**src/rtl/mips_ctrl_pkg.sv**
```systemverilog
// Shared encodings for the multi-cycle MIPS control path and datapath.
package mips_ctrl_pkg;

  typedef enum logic [3:0] {
    S_HOLD, S_FETCH, S_DECODE, S_EXEC_R, S_EXEC_I, S_MEM_ADDR, S_MEM_RD,
    S_MEM_WR, S_WB_R, S_WB_MEM, S_BRANCH, S_JUMP, S_ILLEGAL
  } state_e;

  // Which ALU operation a state asks for; the decoder resolves it to alu_ctrl.
  typedef enum logic [1:0] {
    ALU_CLS_NONE, ALU_CLS_ADD, ALU_CLS_SUB, ALU_CLS_FUNCT
  } alu_class_e;

  localparam logic [5:0] OP_RTYPE = 6'b000000;
  localparam logic [5:0] OP_LW    = 6'b100011;
  localparam logic [5:0] OP_SW    = 6'b101011;
  localparam logic [5:0] OP_ADDI  = 6'b001000;
  localparam logic [5:0] OP_BEQ   = 6'b000100;
  localparam logic [5:0] OP_J     = 6'b000010;

  localparam logic [5:0] FN_ADD = 6'b100000;
  localparam logic [5:0] FN_SUB = 6'b100010;
  localparam logic [5:0] FN_AND = 6'b100100;
  localparam logic [5:0] FN_OR  = 6'b100101;
  localparam logic [5:0] FN_SLT = 6'b101010;

  localparam logic [3:0] ALU_AND = 4'b0000;
  localparam logic [3:0] ALU_OR  = 4'b0001;
  localparam logic [3:0] ALU_ADD = 4'b0010;
  localparam logic [3:0] ALU_SUB = 4'b0110;
  localparam logic [3:0] ALU_SLT = 4'b0111;

  localparam logic [1:0] PC_SRC_INC    = 2'd0;
  localparam logic [1:0] PC_SRC_BRANCH = 2'd1;
  localparam logic [1:0] PC_SRC_JUMP   = 2'd2;

  localparam logic [1:0] ALU_B_RT  = 2'd0;
  localparam logic [1:0] ALU_B_ONE = 2'd1;
  localparam logic [1:0] ALU_B_IMM = 2'd2;

  // All controller outputs, so one default assignment zeroes everything.
  typedef struct packed {
    logic       pc_en;
    logic [1:0] pc_src;
    logic       branch;
    logic       ir_write;
    logic       iord;
    logic       mem_rd;
    logic       mem_wr;
    logic       reg_write;
    logic       reg_dst;
    logic       mem_to_reg;
    logic       alu_src_a;
    logic [1:0] alu_src_b;
    logic [3:0] alu_ctrl;
    logic       instr_done;
    logic       illegal;
  } ctrl_out_t;

endpackage

```
**src/rtl/mips_multicycle_ctrl_if.sv**
```systemverilog
// Control/status bundle between the controller (master) and datapath (slave).
interface mips_multicycle_ctrl_if;
  logic [5:0] opcode;
  logic [5:0] funct;
  logic       zero_flag;
  logic       mem_ready;
  logic       pc_en;
  logic [1:0] pc_src;
  logic       branch;
  logic       ir_write;
  logic       iord;
  logic       mem_rd;
  logic       mem_wr;
  logic       reg_write;
  logic       reg_dst;
  logic       mem_to_reg;
  logic       alu_src_a;
  logic [1:0] alu_src_b;
  logic [3:0] alu_ctrl;
  logic       instr_done;
  logic       illegal;

  modport master (
    input  opcode, funct, zero_flag, mem_ready,
    output pc_en, pc_src, branch, ir_write, iord, mem_rd, mem_wr,
           reg_write, reg_dst, mem_to_reg, alu_src_a, alu_src_b,
           alu_ctrl, instr_done, illegal
  );

  modport slave (
    output opcode, funct, zero_flag, mem_ready,
    input  pc_en, pc_src, branch, ir_write, iord, mem_rd, mem_wr,
           reg_write, reg_dst, mem_to_reg, alu_src_a, alu_src_b,
           alu_ctrl, instr_done, illegal
  );
endinterface

```
**src/rtl/mips_alu_decoder.sv**
```systemverilog
// Maps the requesting state class and funct field to an ALU operation code.
module mips_alu_decoder
  import mips_ctrl_pkg::*;
(
  input  alu_class_e alu_class_i,
  input  logic [5:0] funct_i,
  output logic [3:0] alu_ctrl_o,
  output logic       funct_ok_o
);

  // Fixed ops for address/PC arithmetic, funct lookup for R-type execute.
  always_comb begin
    // NOTE: every output gets a default first so no path infers a latch.
    alu_ctrl_o = ALU_AND;
    funct_ok_o = 1'b0;
    case (alu_class_i)
      ALU_CLS_ADD: begin alu_ctrl_o = ALU_ADD; funct_ok_o = 1'b1; end
      ALU_CLS_SUB: begin alu_ctrl_o = ALU_SUB; funct_ok_o = 1'b1; end
      ALU_CLS_FUNCT: begin
        funct_ok_o = 1'b1;
        case (funct_i)
          FN_ADD:  alu_ctrl_o = ALU_ADD;
          FN_SUB:  alu_ctrl_o = ALU_SUB;
          FN_AND:  alu_ctrl_o = ALU_AND;
          FN_OR:   alu_ctrl_o = ALU_OR;
          FN_SLT:  alu_ctrl_o = ALU_SLT;
          default: funct_ok_o = 1'b0;
        endcase
      end
      default: ;
    endcase
  end

endmodule

```
**src/rtl/mips_multicycle_ctrl.sv**
```systemverilog
// Multi-cycle control FSM: fetch/decode/execute/memory/writeback sequencing.
module mips_multicycle_ctrl
  import mips_ctrl_pkg::*;
#(
  parameter int unsigned RESET_HOLD = 1
) (
  input  logic                  clk,
  input  logic                  reset,
  mips_multicycle_ctrl_if.master bus
);

  localparam logic [3:0] HOLD_LAST = 4'(RESET_HOLD - 1);

  state_e     state_q, state_d;
  logic [3:0] hold_cnt_q, hold_cnt_d;
  logic       reg_dst_q, reg_dst_d;   // 1 = rd (R-type), 0 = rt (addi)
  alu_class_e alu_class;
  logic [3:0] alu_ctrl_w;
  logic       funct_ok_w;
  ctrl_out_t  out;

  mips_alu_decoder u_alu_dec (
    .alu_class_i (alu_class),
    .funct_i     (bus.funct),
    .alu_ctrl_o  (alu_ctrl_w),
    .funct_ok_o  (funct_ok_w)
  );

  // State, hold counter and writeback-destination latch.
  always_ff @(posedge clk or posedge reset) begin
    if (reset) begin
      state_q    <= S_HOLD;
      hold_cnt_q <= '0;
      reg_dst_q  <= 1'b1;
    end else begin
      // NOTE: non-blocking so every register samples pre-edge values.
      state_q    <= state_d;
      hold_cnt_q <= hold_cnt_d;
      reg_dst_q  <= reg_dst_d;
    end
  end

  // ALU request class; kept apart from the main decode to avoid a comb loop.
  always_comb begin
    alu_class = ALU_CLS_NONE;
    case (state_q)
      S_FETCH:               if (bus.mem_ready) alu_class = ALU_CLS_ADD;
      S_EXEC_R:              alu_class = ALU_CLS_FUNCT;
      S_EXEC_I, S_MEM_ADDR:  alu_class = ALU_CLS_ADD;
      S_BRANCH:              alu_class = ALU_CLS_SUB;
      default: ;
    endcase
  end

  // Next-state and output decode from the registered state.
  always_comb begin
    state_d    = state_q;
    hold_cnt_d = hold_cnt_q;
    reg_dst_d  = reg_dst_q;
    out        = '0;
    case (state_q)
      S_HOLD: begin
        if (hold_cnt_q == HOLD_LAST) state_d = S_FETCH;
        else                         hold_cnt_d = hold_cnt_q + 4'd1;
      end
      S_FETCH: begin
        out.mem_rd = 1'b1;
        if (bus.mem_ready) begin
          out.ir_write  = 1'b1;
          out.pc_en     = 1'b1;
          out.pc_src    = PC_SRC_INC;
          out.alu_src_b = ALU_B_ONE;
          out.alu_ctrl  = alu_ctrl_w;
          state_d       = S_DECODE;
        end
      end
      S_DECODE: begin
        case (bus.opcode)
          OP_RTYPE:     state_d = S_EXEC_R;
          OP_LW, OP_SW: state_d = S_MEM_ADDR;
          OP_ADDI:      state_d = S_EXEC_I;
          OP_BEQ:       state_d = S_BRANCH;
          OP_J:         state_d = S_JUMP;
          default:      state_d = S_ILLEGAL;
        endcase
      end
      S_EXEC_R: begin
        out.alu_src_a = 1'b1;
        out.alu_src_b = ALU_B_RT;
        out.alu_ctrl  = alu_ctrl_w;
        reg_dst_d     = 1'b1;
        state_d       = funct_ok_w ? S_WB_R : S_ILLEGAL;
      end
      S_EXEC_I, S_MEM_ADDR: begin
        out.alu_src_a = 1'b1;
        out.alu_src_b = ALU_B_IMM;
        out.alu_ctrl  = alu_ctrl_w;
        if (state_q == S_EXEC_I) begin
          reg_dst_d = 1'b0;
          state_d   = S_WB_R;
        end else begin
          state_d = (bus.opcode == OP_LW) ? S_MEM_RD : S_MEM_WR;
        end
      end
      S_MEM_RD: begin
        out.mem_rd = 1'b1;
        out.iord   = 1'b1;
        if (bus.mem_ready) state_d = S_WB_MEM;
      end
      S_MEM_WR: begin
        out.mem_wr = 1'b1;
        out.iord   = 1'b1;
        if (bus.mem_ready) begin
          out.instr_done = 1'b1;
          state_d        = S_FETCH;
        end
      end
      S_WB_R: begin
        out.reg_write  = 1'b1;
        out.reg_dst    = reg_dst_q;
        out.instr_done = 1'b1;
        state_d        = S_FETCH;
      end
      S_WB_MEM: begin
        out.reg_write  = 1'b1;
        out.mem_to_reg = 1'b1;
        out.instr_done = 1'b1;
        state_d        = S_FETCH;
      end
      S_BRANCH: begin
        out.alu_src_a  = 1'b1;
        out.alu_src_b  = ALU_B_RT;
        out.alu_ctrl   = alu_ctrl_w;
        out.branch     = 1'b1;
        out.pc_src     = PC_SRC_BRANCH;
        out.instr_done = 1'b1;
        state_d        = S_FETCH;
      end
      S_JUMP: begin
        out.pc_en      = 1'b1;
        out.pc_src     = PC_SRC_JUMP;
        out.instr_done = 1'b1;
        state_d        = S_FETCH;
      end
      S_ILLEGAL: out.illegal = 1'b1;
      default:   state_d = S_ILLEGAL;
    endcase
  end

  assign bus.pc_en      = out.pc_en;
  assign bus.pc_src     = out.pc_src;
  assign bus.branch     = out.branch;
  assign bus.ir_write   = out.ir_write;
  assign bus.iord       = out.iord;
  assign bus.mem_rd     = out.mem_rd;
  assign bus.mem_wr     = out.mem_wr;
  assign bus.reg_write  = out.reg_write;
  assign bus.reg_dst    = out.reg_dst;
  assign bus.mem_to_reg = out.mem_to_reg;
  assign bus.alu_src_a  = out.alu_src_a;
  assign bus.alu_src_b  = out.alu_src_b;
  assign bus.alu_ctrl   = out.alu_ctrl;
  assign bus.instr_done = out.instr_done;
  assign bus.illegal    = out.illegal;

endmodule

```
**src/flat_wrapper.sv**
```systemverilog
// flat-port wrapper written by rule: the top's interface ports become plain ports
module mips_multicycle_ctrl_flat import mips_ctrl_pkg::*;
#(
  parameter int unsigned RESET_HOLD = 1
)
  (clk, reset, bus_opcode, bus_funct, bus_zero_flag, bus_mem_ready, bus_pc_en, bus_pc_src, bus_branch, bus_ir_write, bus_iord, bus_mem_rd, bus_mem_wr, bus_reg_write, bus_reg_dst, bus_mem_to_reg, bus_alu_src_a, bus_alu_src_b, bus_alu_ctrl, bus_instr_done, bus_illegal);
  mips_multicycle_ctrl_if bus_i ();
  input  logic clk;
  input  logic reset;
  input wire logic [$bits(bus_i.opcode)-1:0] bus_opcode;
  input wire logic [$bits(bus_i.funct)-1:0] bus_funct;
  input wire logic [$bits(bus_i.zero_flag)-1:0] bus_zero_flag;
  input wire logic [$bits(bus_i.mem_ready)-1:0] bus_mem_ready;
  output wire logic [$bits(bus_i.pc_en)-1:0] bus_pc_en;
  output wire logic [$bits(bus_i.pc_src)-1:0] bus_pc_src;
  output wire logic [$bits(bus_i.branch)-1:0] bus_branch;
  output wire logic [$bits(bus_i.ir_write)-1:0] bus_ir_write;
  output wire logic [$bits(bus_i.iord)-1:0] bus_iord;
  output wire logic [$bits(bus_i.mem_rd)-1:0] bus_mem_rd;
  output wire logic [$bits(bus_i.mem_wr)-1:0] bus_mem_wr;
  output wire logic [$bits(bus_i.reg_write)-1:0] bus_reg_write;
  output wire logic [$bits(bus_i.reg_dst)-1:0] bus_reg_dst;
  output wire logic [$bits(bus_i.mem_to_reg)-1:0] bus_mem_to_reg;
  output wire logic [$bits(bus_i.alu_src_a)-1:0] bus_alu_src_a;
  output wire logic [$bits(bus_i.alu_src_b)-1:0] bus_alu_src_b;
  output wire logic [$bits(bus_i.alu_ctrl)-1:0] bus_alu_ctrl;
  output wire logic [$bits(bus_i.instr_done)-1:0] bus_instr_done;
  output wire logic [$bits(bus_i.illegal)-1:0] bus_illegal;
  assign bus_i.opcode = bus_opcode;
  assign bus_i.funct = bus_funct;
  assign bus_i.zero_flag = bus_zero_flag;
  assign bus_i.mem_ready = bus_mem_ready;
  assign bus_pc_en = bus_i.pc_en;
  assign bus_pc_src = bus_i.pc_src;
  assign bus_branch = bus_i.branch;
  assign bus_ir_write = bus_i.ir_write;
  assign bus_iord = bus_i.iord;
  assign bus_mem_rd = bus_i.mem_rd;
  assign bus_mem_wr = bus_i.mem_wr;
  assign bus_reg_write = bus_i.reg_write;
  assign bus_reg_dst = bus_i.reg_dst;
  assign bus_mem_to_reg = bus_i.mem_to_reg;
  assign bus_alu_src_a = bus_i.alu_src_a;
  assign bus_alu_src_b = bus_i.alu_src_b;
  assign bus_alu_ctrl = bus_i.alu_ctrl;
  assign bus_instr_done = bus_i.instr_done;
  assign bus_illegal = bus_i.illegal;
  mips_multicycle_ctrl #(.RESET_HOLD(RESET_HOLD)) u_core (.clk(clk), .reset(reset), .bus(bus_i));
endmodule
```
**config.mk**
```make
export PLATFORM = sky130hd
export DESIGN_NAME = mips_multicycle_ctrl_flat
export DESIGN_NICKNAME = d
export VERILOG_FILES = /design/src/rtl/mips_ctrl_pkg.sv /design/src/rtl/mips_multicycle_ctrl_if.sv /design/src/rtl/mips_alu_decoder.sv /design/src/rtl/mips_multicycle_ctrl.sv /design/src/flat_wrapper.sv
export SDC_FILE = /design/constraint.sdc
export NUM_CORES = 1
export LEC_CHECK = 0
export CORE_MARGIN = 5
export CORE_UTILIZATION = 44
export DETAILED_ROUTE_END_ITERATION = 10
export PLACE_DENSITY = 0.79
export SLEW_MARGIN = 10
export SYNTH_ARGS = -nofsm -noshare
export SYNTH_HDL_FRONTEND = slang
export SYNTH_SLANG_ARGS = --single-unit
```
**constraint.sdc**
```tcl
create_clock -name clk -period 3.32 [get_ports clk]
set_clock_uncertainty 0.2 [all_clocks]
set_input_delay 0.664 -clock clk [delete_from_list [all_inputs] [get_ports clk]]
set_output_delay 0.664 -clock clk [all_outputs]
set_load 0.1 [all_outputs]
```
=== Word-level counts from Yosys, hierarchy flattened ===
Index checks and enable logic that the tools add are counted.

* Bitwise gates (word level): 2
* Mux-type cells: 34
* Add/subtract/negate cells: 1
* Reduce and logical (&&, ||, !) cells: 17
* Equality and inequality tests: 30

{| class="wikitable"
|+ Operator list
! cell !! count
|-
| 6-bit equality test, second input constant || 7
|-
| 4-bit one-hot mux with 9 select lines || 1
|-
| 4-bit equality test, second input constant || 5
|-
| 4-bit two-way mux || 5
|-
| 4-bit one-hot mux with 5 select lines || 1
|-
| 6-bit one-hot mux with 3 select lines || 1
|-
| 4-bit by 3-bit equality test with 1-bit output, second input constant || 4
|-
| 1-bit two-way mux || 15
|-
| 2-bit OR reduction || 7
|-
| 3-bit one-hot mux with 4 select lines || 1
|-
| 3-bit one-hot mux with 3 select lines || 1
|-
| 4-bit by 2-bit equality test with 1-bit output, second input constant || 2
|-
| 4-bit logical NOT || 2
|-
| 1-bit one-hot mux with 2 select lines || 4
|-
| 2-bit one-hot mux with 4 select lines || 1
|-
| 4-bit OR reduction || 2
|-
| 6-bit by 2-bit equality test with 1-bit output, second input constant || 1
|-
| 6-bit by 3-bit equality test with 1-bit output, second input constant || 1
|-
| 6-bit by 4-bit equality test with 1-bit output, second input constant || 1
|-
| 6-bit logical NOT || 1
|-
| 3-bit two-way mux || 2
|-
| 2-bit != test, second input constant || 3
|-
| 2-bit one-hot mux with 3 select lines || 1
|-
| 5-bit two-way mux || 1
|-
| other kinds (10) || 14
|}

* Word-level logic and storage cells: 87
* Register bits after elaboration: 9
* Output and inout bits: 20
* Input port bits: 16

=== Depth between registers and ports, before layout ===
* Depth after elaboration: 8
* Mapped depth: 10
* Depth with buffers taken out: 8

=== Cells and area by module ===
A second synthesis with hierarchy kept.

* Cell total of the unflattened synthesis: 127
* Area, all modules: 994.7 sq um

{| class="wikitable"
|+ By module, submodules not included
! module !! instances !! area an instance (sq um) !! cells an instance !! seq. area each (sq um)
|-
| mips_multicycle_ctrl || 1 || 833.3 || 106 || 226.5
|-
| mips_alu_decoder || 1 || 161.4 || 21 || 0.0
|}

=== Worst setup path before layout ===
No wires, ideal clock.

* Kind: register to output
* Start: register u_core.state_q[1]
* End: output bus_reg_dst
* Setup slack: -1.495 ns
* Arrival time: 3.951 ns
* Data required time: 2.456 ns
* Stages on the path, launching flop included: 4
* Cells stage by stage: dfrtp_1 -> clkbuf_1 -> clkbuf_1 -> nor4b_1

* Word-level cells in the longest chain between the ends: 2

{| class="wikitable"
|+ RTL lines
! element !! RTL line !! text
|-
| from (decl) || mips_multicycle_ctrl.sv:14 || <nowiki>state_e state_q, state_d;</nowiki>
|-
| from (signal assigned) || mips_multicycle_ctrl.sv:37 || <nowiki>state_q <= state_d;</nowiki>
|-
| 4-bit equality test || mips_multicycle_ctrl.sv:61 || <nowiki>case (state_q)</nowiki>
|-
| 1-bit two-way mux || mips_multicycle_ctrl.sv:61 ||
|-
| to (decl) || flat_wrapper.sv:22 || <nowiki>output wire logic [$bits(bus_i.reg_dst)-1:0] bus_reg_dst;</nowiki>
|}

Every way passes these cells.

=== Worst setup path after layout ===
* Start: input bus_mem_ready
* End: output bus_alu_ctrl[2]

* Word-level cells in the longest chain between the ends: 6

{| class="wikitable"
|+ RTL lines
! element !! RTL line !! text
|-
| from (decl) || flat_wrapper.sv:13 || <nowiki>input wire logic [$bits(bus_i.mem_ready)-1:0] bus_mem_ready;</nowiki>
|-
| 1-bit two-way mux || mips_multicycle_ctrl.sv:47 || <nowiki>S_FETCH: if (bus.mem_ready) alu_class = ALU_CLS_ADD;</nowiki>
|-
| 2-bit one-hot mux with 4 select lines || mips_multicycle_ctrl.sv:46 || <nowiki>case (state_q)</nowiki>
|-
| 2-bit equality test / 2-bit by 1-bit equality test with 1-bit output (equally long branches) || mips_alu_decoder.sv:16 || <nowiki>case (alu_class_i)</nowiki>
|-
| 3-bit one-hot mux with 3 select lines || mips_alu_decoder.sv:16 ||
|-
| 5-bit two-way mux || mips_multicycle_ctrl.sv:68 || <nowiki>if (bus.mem_ready) begin</nowiki>
|-
| 6-bit one-hot mux with 3 select lines * || mips_multicycle_ctrl.sv:61 ||
|-
| to (decl) || flat_wrapper.sv:26 || <nowiki>output wire logic [$bits(bus_i.alu_ctrl)-1:0] bus_alu_ctrl;</nowiki>
|}

Every way passes the cells marked *; elsewhere a longest branch is shown, timed or not.

==> summary.md <==
| Metric | Value |
|---|---|
| Pleak | 0.633 nW |
| Synth cell types | 47 |
| VDD IR max | between 0.001 and 0.0015 V |
| Final hold vios | 0 |
| Post-synth EDFFs | 0 |
| CP Depth | 10 |
| N_diodes | 0 |
| Post-synth top cells | 11 x nand2_1, 11 x nor2_1, 8 x dfrtp_1 |
| Crit path from | bus_mem_ready |
| Worst EP arrival | 2.29 ns |
| Layout Nets | 182 |
| Global route overflow | 0 |
| Syn nets | 148 |
| Ys async rst share | 1.00 |
| Post-CTS sizing | 5 |
| Crit path buf inv count | 3 |
| Post-CTS setup buffer count | 0 |
| FILL cells | 181 |
| Worst Setup End Kind | output pin |
| RSZ-0062 raised after global routing | no |
| R2R Path End | u_core.hold_cnt_q[3]$_DFFE_PP0P_ |
| Die Height | ~57 um |
| Via density per instance | roughly 5.6 |
| Core ar. | 2150 um2 |
| Total I/O pin count | 36 |
| Worst setup endpoint | bus_alu_ctrl[2] |
| Clock Tree Root | clkbuf_4 |
| Total global-route track usage | 0.173 |
| CTS H-tree depth | 1 |
| Synthesis-stage register bit count | 9 |
| # port buffers | 33 |
| Post-Route WL | 2560 um |
| Mapped Cells | between 100 and 150 |
| Dpl cells | 184 |
| Kind of cell adding the most delay to the critical path | simple AND/OR/NAND/NOR gates |
| Sum Neg Setup Slack | 0 ns |
| Yosys warnings | 0 |
| DP HPWL | 1970 um |
| Worst reg-to-reg path cell count | 4 |
| Finished Layout Cells | 188 |
| Final setup vio count | 0 |
| Drt initial violations | 18 |
| Vias post-DR | 1048 |
| Final instance area | 1440 um2 |
| Initial antenna violation count | 0 |
| Max stage delay cell, worst path | dlygate4sd2_1 |
| Die X | 56.9 um |
| Area grow syn2layout | 49.3% |
| Row Count | 17 |
| Detailed-route wire length per cell | ~14 um |
| Min-delay worst type | reg2reg |
| Top cells by area, synth | dfrtp_1 21%, ha_1 6.5%, nand2b_1 4.5% |
| TritonCTS clock tree | yes |
| Area leader, netlist | dfrtp_1 |
| Largest stage delay, worst path | between 0.2 and 0.25 ns |
| CP max FO | 4 |
| Yosys top cell area share | 0.207 |
| Setup slack, reg-to-reg | roughly 1.3 ns |
| Starting Density | 0.450 |
| First-pass GRT wire length | 4460 um |
| Main synth FF type | dfrtp_1 |
| Pwr dens | 1000 nW/um2 |
| CTS buffer count | 3 |
| Synthesized area per cell | 7.62 um2 |
| Critical path type | in2out |
| DIE AREA | 3240 um2 |
| Clock sink total | 9 |
| Tcrit/Tclk final | 0.950 |
| Largest net degree at the start of global routing | 23 |
| Post-DRT Antenna Nets | 0 |
| Pre-antenna DRT Iters | 4 |
| Power Total | 1.45 mW |
| CP startpoint kind | primary input |
| Placed Area | 1410 um2 |
| Status | complete, no violations |
| Mapped Area | 967 um2 |
| Final min period | 3.15 ns |
| RR Startpoint | u_core.state_q[2]$_DFFE_PP0P_ |
| Sequential share of the synthesized area | 0.234 |
| Crit-path cells | dlygate4sd2_1, o21ai_1, mux2i_1, and2_1, ha_1, and3b_2, and3_4, buf_4, o2bb2ai_4, buf_12 |
| Slew Limit Fails | 0 |
| Drt drc | 0 |
| Clock-pin slew on the worst setup and hold paths | 0.06 ns |
| Worst-case clock buffer depth | 2 |
| Final GP Congestion | 0.811 |
| Achievable Freq | 317 MHz |
| Clk Latency, worst-skew pair | about 0.27 ns |
| Vias in the first global route | 1002 |
| Max Cap Viol | 0 |
| Worst Hold Slack | 0.308 ns |
| Worst path required time | between 2 and 2.5 ns |
| Layout cells sized above 1 | 0.281 |
| CTS Hold Bufs | 0 |
where the power goes:
group          total (mW)  internal [mW]  switching [mW]
sequential          0.175          0.138          0.0365
combinational        1.19          0.360           0.829
clock              0.0857         0.0464          0.0393
total                1.45          0.544           0.905
cells in the final DEF, fill, tap and decap left out, types with 3 or more instances in the layout:
master and n:
dfrtp_1 8, nand2_1 11, buf_4 18, a31oi_1 3
clkbuf_4 3, buf_12 7, inv_1 7, nor3_1 3
a21oi_1 5, nor2b_1 4, nor3_2 3, ha_1 5
nor2_1 11, o21ai_0 6, nand2b_1 7, clkdlybuf4s50_1 13
metrics by stage:
stage / setup slack (ns) / util
detailed placement: -0.137 / 0.655
global placement: -0.118 / 0.655
finish: 0.166 / 0.672
global route: 0.0920 / 0.672
CTS: 0.161 / 0.672
floorplan: -0.195 / -
layout make-up:
| type | instances | area (um2) | area share |
|---|---|---|---|
| multi-input cells | 101 | 716 | 0.496 |
| repair buffers | 39 | 414 | 0.287 |
| flip-flops and latches | 9 | 226 | 0.157 |
| well taps | 28 | 35.0 | 0.0243 |
| clock buffers | 4 | 26.3 | 0.0182 |
| inverters | 7 | 26.3 | 0.0182 |
layer usage:
layer / share of wire / GRT usage
met3: 0.066 / 0.0460
met1: 0.42 / 0.208
met4: 0.018 / 0.0695
met2: 0.50 / 0.290
met5: 0 / 0
worst register-to-register path: stages (launching register included):
cell     delay (ns)
dfrtp_1        0.42
buf_4          0.23
or4_4          0.56
or3_4          0.39
xnor2_2        0.13
registers in the layout (all words and copies together) (netlist names):
name,flops
u_core.state_q,4
u_core.reg_dst_q,1
u_core.hold_cnt_q,4
cells by family (layout without fill, tap and decap cells):
group	Yosys count	in the layout	synth area share
and+or+nand+nor	59	59	0.338
other	1	1	0.00388
buffers and inverters	17	50	0.0841
muxes	2	2	0.0207
AOI/OAI and AO/OA	30	30	0.211
DFF	9	9	0.234
adders and majority gates	5	5	0.0647
xor gates and xnor gates	4	4	0.0440
worst min path at each step:
stage                                     start                               end  slack (ns)  cells after the start
2_1_floorplan  u_core.hold_cnt_q[2]$_DFFE_PP0P_  u_core.hold_cnt_q[2]$_DFFE_PP0P_        0.27                      1
3_3_place_gp   u_core.hold_cnt_q[2]$_DFFE_PP0P_  u_core.hold_cnt_q[2]$_DFFE_PP0P_        0.28                      1
3_5_place_dp   u_core.hold_cnt_q[3]$_DFFE_PP0P_  u_core.hold_cnt_q[3]$_DFFE_PP0P_        0.29                      1
4_1_cts        u_core.hold_cnt_q[3]$_DFFE_PP0P_  u_core.hold_cnt_q[3]$_DFFE_PP0P_        0.31                      1
5_1_grt        u_core.hold_cnt_q[3]$_DFFE_PP0P_  u_core.hold_cnt_q[3]$_DFFE_PP0P_        0.34                      1
6_report       u_core.hold_cnt_q[3]$_DFFE_PP0P_  u_core.hold_cnt_q[3]$_DFFE_PP0P_        0.31                      1
No activity file was read; power rests on OpenSTA's default activity.
